`config.mk`:
```
export PLATFORM = sky130hd
export DESIGN_NAME = branch_resolve_ctrl
export DESIGN_NICKNAME = d
export VERILOG_FILES = /design/src/rtl/branch_resolve_ctrl_pkg.sv /design/src/rtl/branch_resolve_ctrl_bht.sv /design/src/rtl/branch_resolve_ctrl.sv
export SDC_FILE = /design/constraint.sdc
export NUM_CORES = 1
export LEC_CHECK = 0
export CAP_MARGIN = 20
export CORE_MARGIN = 1.5
export CORE_UTILIZATION = 49
export DETAILED_ROUTE_END_ITERATION = 12
export PLACE_DENSITY = 0.89
export SYNTH_ARGS = -nofsm -noshare
export SYNTH_HDL_FRONTEND = slang
export SYNTH_HIERARCHICAL = 1
export SYNTH_SLANG_ARGS = --single-unit
```
`constraint.sdc`:
```
create_clock -name clk -period 6.7 [get_ports clk]
set_input_delay 1.34 -clock clk [delete_from_list [all_inputs] [get_ports clk]]
set_output_delay 1.34 -clock clk [all_outputs]
set_load 0.005 [all_outputs]
```
`src/rtl/branch_resolve_ctrl_pkg.sv`:
```
// branch_resolve_ctrl_pkg: shared FSM states, BHT counter encodings and helpers
package branch_resolve_ctrl_pkg;

    typedef enum logic {IDLE, FLUSH} state_t;

    localparam logic [1:0] SNT       = 2'd0;
    localparam logic [1:0] WNT       = 2'd1;
    localparam logic [1:0] WT        = 2'd2;
    localparam logic [1:0] ST        = 2'd3;
    localparam logic [1:0] BHT_RESET = WNT;

    localparam int INSTR_BYTES = 4;

    function automatic logic [1:0] sat_update(input logic [1:0] cnt, input logic taken);
        return taken ? ((cnt == ST) ? ST : cnt + 2'd1) : ((cnt == SNT) ? SNT : cnt - 2'd1);
    endfunction

endpackage

```
`src/rtl/branch_resolve_ctrl_bht.sv`:
```
// bht_table: 2-bit saturating branch history table, async read, sync update
module bht_table
    import branch_resolve_ctrl_pkg::*;
#(
    parameter int IDX_W = 4
) (
    input  logic             clk,
    input  logic             rst_n,
    input  logic [IDX_W-1:0] rd_idx,
    output logic             rd_taken,
    input  logic             wr_en,
    input  logic [IDX_W-1:0] wr_idx,
    input  logic             wr_taken
);

    logic [1:0] tbl [2**IDX_W];

    assign rd_taken = tbl[rd_idx][1];

    // counters start weakly not-taken and train toward each resolved outcome
    always_ff @(posedge clk or negedge rst_n) begin
        if (!rst_n) begin
            for (int i = 0; i < 2**IDX_W; i++) tbl[i] <= BHT_RESET;
        end else if (wr_en) begin
            tbl[wr_idx] <= sat_update(tbl[wr_idx], wr_taken);
        end
    end

endmodule

```
`src/rtl/branch_resolve_ctrl.sv`:
```
// branch_resolve_ctrl: IF branch prediction, EX resolution, redirect and flush control
module branch_resolve_ctrl
    import branch_resolve_ctrl_pkg::*;
#(
    parameter int XLEN         = 32,
    parameter int IDX_W        = 4,
    parameter int FLUSH_CYCLES = 2,
    parameter int CNT_W        = 16
) (
    input  logic             clk,
    input  logic             rst_n,
    input  logic [XLEN-1:0]  if_pc,
    input  logic             if_is_branch,
    input  logic [XLEN-1:0]  if_target,
    output logic             pred_taken,
    output logic [XLEN-1:0]  pred_target,
    input  logic             ex_valid,
    input  logic             ex_branch,
    input  logic [XLEN-1:0]  ex_pc,
    input  logic [XLEN-1:0]  ex_target,
    input  logic             ex_taken,
    input  logic             ex_pred_taken,
    input  logic             stall,
    output logic             redirect_valid,
    output logic [XLEN-1:0]  redirect_pc,
    output logic             flush_ifid,
    output logic             flush_idex,
    output logic             busy,
    output logic [CNT_W-1:0] mispredict_count
);

    state_t     state, state_d;
    logic [2:0] cnt, cnt_d;
    logic       rd_taken;
    logic       res, mis;

    // wrong-path branches seen while flushing never resolve
    assign res = ex_valid & ex_branch & ~stall & (state == IDLE);
    assign mis = res & (ex_taken != ex_pred_taken);

    assign pred_taken  = if_is_branch & rd_taken;
    assign pred_target = pred_taken ? if_target : if_pc + XLEN'(INSTR_BYTES);

    bht_table #(.IDX_W(IDX_W)) u_bht (
        .clk      (clk),
        .rst_n    (rst_n),
        .rd_idx   (if_pc[IDX_W+1:2]),
        .rd_taken (rd_taken),
        .wr_en    (res),
        .wr_idx   (ex_pc[IDX_W+1:2]),
        .wr_taken (ex_taken)
    );

    // flush FSM state register
    always_ff @(posedge clk or negedge rst_n) begin
        if (!rst_n) begin
            state <= IDLE;
            cnt   <= '0;
        end else begin
            state <= state_d;
            cnt   <= cnt_d;
        end
    end

    // flush length counts only non-stalled cycles
    always_comb begin
        state_d    = state;
        cnt_d      = cnt;
        if (state == IDLE) begin
            state_d = mis ? FLUSH : IDLE;
            cnt_d   = mis ? 3'(FLUSH_CYCLES) : cnt;
        end else if (!stall) begin
            state_d = (cnt == 3'd1) ? IDLE : FLUSH;
            cnt_d   = cnt - 3'd1;
        end
        flush_ifid = (state == FLUSH);
        flush_idex = (state == FLUSH);
        busy       = (state == FLUSH);
    end

    // redirect raised after a mispredict, held until fetch consumes it in a non-stalled cycle
    always_ff @(posedge clk or negedge rst_n) begin
        if (!rst_n) begin
            redirect_valid <= 1'b0;
            redirect_pc    <= '0;
        end else if (mis) begin
            redirect_valid <= 1'b1;
            redirect_pc    <= ex_taken ? ex_target : ex_pc + XLEN'(INSTR_BYTES);
        end else if (!stall) begin
            redirect_valid <= 1'b0;
        end
    end

    // saturating mispredict counter
    always_ff @(posedge clk or negedge rst_n) begin
        if (!rst_n) mispredict_count <= '0;
        else if (mis && mispredict_count != '1) mispredict_count <= mispredict_count + 1'b1;
    end

endmodule

```
==> key figures <==
Outcome
  – Outcome: finished, final reports clean

Timing
  – Final hold violations: 0
  – Part of the cycle the worst path needs: 0.8779
  – Final setup viols: 0
  – Crit path time final: 5882 ps
  – Setup TNS: 0 ps
  – Clock Skew: 11.23 ps
  – Final Max Slew Viols: 0
  – F_max: 170.0 MHz
  – Worst-margin pin slew: 865.5 ps
  – Worst relative slew slack: 0.4212
  – Setup repair after global routing missed its margin: no

Clock tree
  – # Post-CTS Setup Buffers: 0
  – Post_cts resized: 0
  – Reg clk slew, reported paths: 60 ps
  – CTS max path bufs: 2
  – H-tree levels: 3
  – Root buffer cell: clkbuf_16
  – CTS buffer count: 9
  – Post-CTS Hold Buffers: 0
  – CTS tree: done
  – Clock latency on the worst-skew pair: 340 ps
  – Clock sinks: 85

GRT
  – Met2 GRT Util: 0.4863
  – Largest net degree at the start of global routing: 86
  – Global-route wire length before repair: 27960 µm
  – M3 GR Usage: 0.04790
  – Global routing's busiest layer: met2
  – Vias in the first global route: 5587
  – GR Util met1: 0.3384
  – Total global routing overflow: 0
  – Total Routing Usage GR: 0.2776
  – Initial antenna violation count: 0

Final layout
  – Footprint of the multi-input gates: 0.003451 mm²
  – Layout cell share with drive strength beyond 1: 0.1283
  – Final net count: 970
  – Design area: 0.008394 mm²
  – Fillers: 804
  – Post-Route Utilization: 0.7320
  – FF/Latch Area: 0.002147 mm²
  – Layout overhead on the synthesized area: 45.25%
  – Ant diodes: 0
  – Final non-filler cell total: 977

Yosys
  – Register area share after synthesis: 0.3715
  – Top cells by area, synth: dfrtp_1, dfstp_2, nor2_1
  – Mapped cell area: 0.005779 mm²
  – Leading cell types by count after synthesis: nor2_1, dfrtp_1, nand2_1
  – Mean Syn Cell Area: 9.262 µm²
  – Ys flop type: dfrtp_1
  – Count leader, synth: nor2_1
  – Synth async-reset ratio: 1.000
  – EDFF count, synth: 0
  – Number of synthesis warnings: 6
  – Syn Nets: 765
  – Post-synthesis cell type count: 57
  – Synth area leader: dfrtp_1
  – #FFs+latches synth: 85
  – Share of the synthesized area in the top cell type: 0.2988
  – Synth Instances: 624

Routing
  – DRT Wirelength: 17360 µm
  – Via-to-Cell Ratio: 5.813
  – Number of DRC markers in iteration 0: 346
  – Pre-Repair DR Iteration Count: 5
  – Routed len/inst: 17.77 µm
  – Via count: 5679
  – Routed Antenna Nets: 0
  – DRC errors left: 0

Pwr
  – Max VDD drop: 0.2494 mV
  – Leakage: 3.360 nW
  – PwrDens: 246.3 mW/mm²
  – Final total power: 2.068 mW

Worst setup path
  – Critical path required time: 5360 ps
  – Reg2reg start: u_bht/tbl[9]
  – CP Launch Type: primary input
  – Setup crit start: if_pc[2]
  – Critical path class: primary input to output port
  – CP Max Fanout: 59
  – CP arrival: 4540 ps
  – Setup crit end kind: output port

Placed design
  – Post-DP Area: 0.008043 mm²
  – IO Port Bufs: 220
  – Post-Place Cells: 960
  – RePlAce Congestion: 0.9170
  – Post-detailed-placement half-perimeter wirelength: 13050 µm

Flow run
  – Max Cap Viol: 0

Hold path
  – Worst hold path type: flop to flop
  – Hold Path Origin: redirect_pc[2]

Floorplan
  – Floorplan row count: 39
  – Top-level I/O count: 221
  – Die Height: 111.6 µm
  – Area of the die: 0.01245 mm²
  – Core footprint: 0.01147 mm²
  – Starting Density: 0.5040
  – Die X: 111.6 µm
[sequential cells by signal, indices dropped and copies added (netlist names)]
register	count
mispredict_count	16
redirect_valid	1
cnt	3
redirect_pc	32
u_bht/tbl	32
busy	1
[cell usage in the layout (no fill, tap or decap), drive strengths merged, types with 2 or more instances in the layout]
master / Yosys / routed
dfstp: 16 / 16
mux4: 13 / 13
nor2: 87 / 87
and3: 13 / 13
nor3b: 2 / 2
and2: 3 / 3
maj3: 3 / 3
nor3: 23 / 23
nor4: 9 / 9
mux2i: 8 / 8
nand4: 17 / 17
o21ai: 20 / 20
and4: 4 / 4
mux2: 35 / 35
nand3: 37 / 37
a21oi: 56 / 56
o211ai: 6 / 6
clkbuf: 18 / 11
dfrtp: 69 / 69
o22ai: 12 / 12
inv: 11 / 12
nor2b: 3 / 3
a31oi: 2 / 2
ha: 5 / 5
bufinv: 0 / 2
buf: 13 / 7
xor2: 33 / 33
xnor2: 36 / 36
clkdlybuf4s50: 0 / 218
nand2b: 2 / 2
nand2: 58 / 58
[critical path, cell delays in order]
cell	delay, ps
clkdlybuf4s50_1	700
mux4_2	550
mux4_2	470
nand2_1	80
buf_4	430
inv_1	180
mux2_2	270
clkdlybuf4s50_1	520
[area by class of cell]
| type | instances | area share |
|---|---|---|
| clock buffer | 11 | 0.02892 |
| clock inverter | 5 | 0.009688 |
| inverter | 11 | 0.004919 |
| multi-input combinational | 497 | 0.4111 |
| sequential | 85 | 0.2558 |
| tap | 143 | 0.02131 |
| timing repair buffer | 225 | 0.2683 |
[kinds of logic (layout without fill, tap and decap cells)]
logic type      Yosys count  count (layout)  share of synthesized area
fa+ha+maj                 8               8                    0.01645
simple gates            261             261                     0.2282
xor+xnor                 69              69                     0.1046
buf+inv                  42             252                    0.03139
compound gates          103             103                     0.1067
mux                      56              56                     0.1412
flops                    85              85                     0.3715
[per-layer routing]
layer	vias to the layer above	part of all wire
li1	2629	-
met1	2717	0.39
met2	273	0.51
met3	60	0.066
met4	0	0.037
met5	-	0
[per-stage QoR]
step           hold slack [ps]  worst slack, ps
2_1_floorplan            471.2             2289
3_3_place_gp             461.7            945.6
3_5_place_dp             469.7            806.8
4_1_cts                  483.9            813.6
5_1_grt                  510.8            647.9
6_report                 477.3            817.8
[path summary, 6_finish.rpt]
path,end,depth (start not counted),slack (ps)
min in group asynchronous,mispredict_count[10],1,830
worst min register to register,redirect_pc[2],2,480
worst max register to register,u_bht/tbl[9],5,4430
worst min-delay path,redirect_pc[2],2,480
max in group asynchronous,u_bht/tbl[26],2,5230
worst max-delay path,pred_target[3],8,820
[power by group]
part	leakage (nW)	internal, mW	switching, mW	total [mW]
Combinational	2.15	0.468	0.286	0.754
Sequential	1.05	0.675	0.0980	0.773
Clock	0.156	0.338	0.203	0.541
Power figures use the tool's default switching activity.
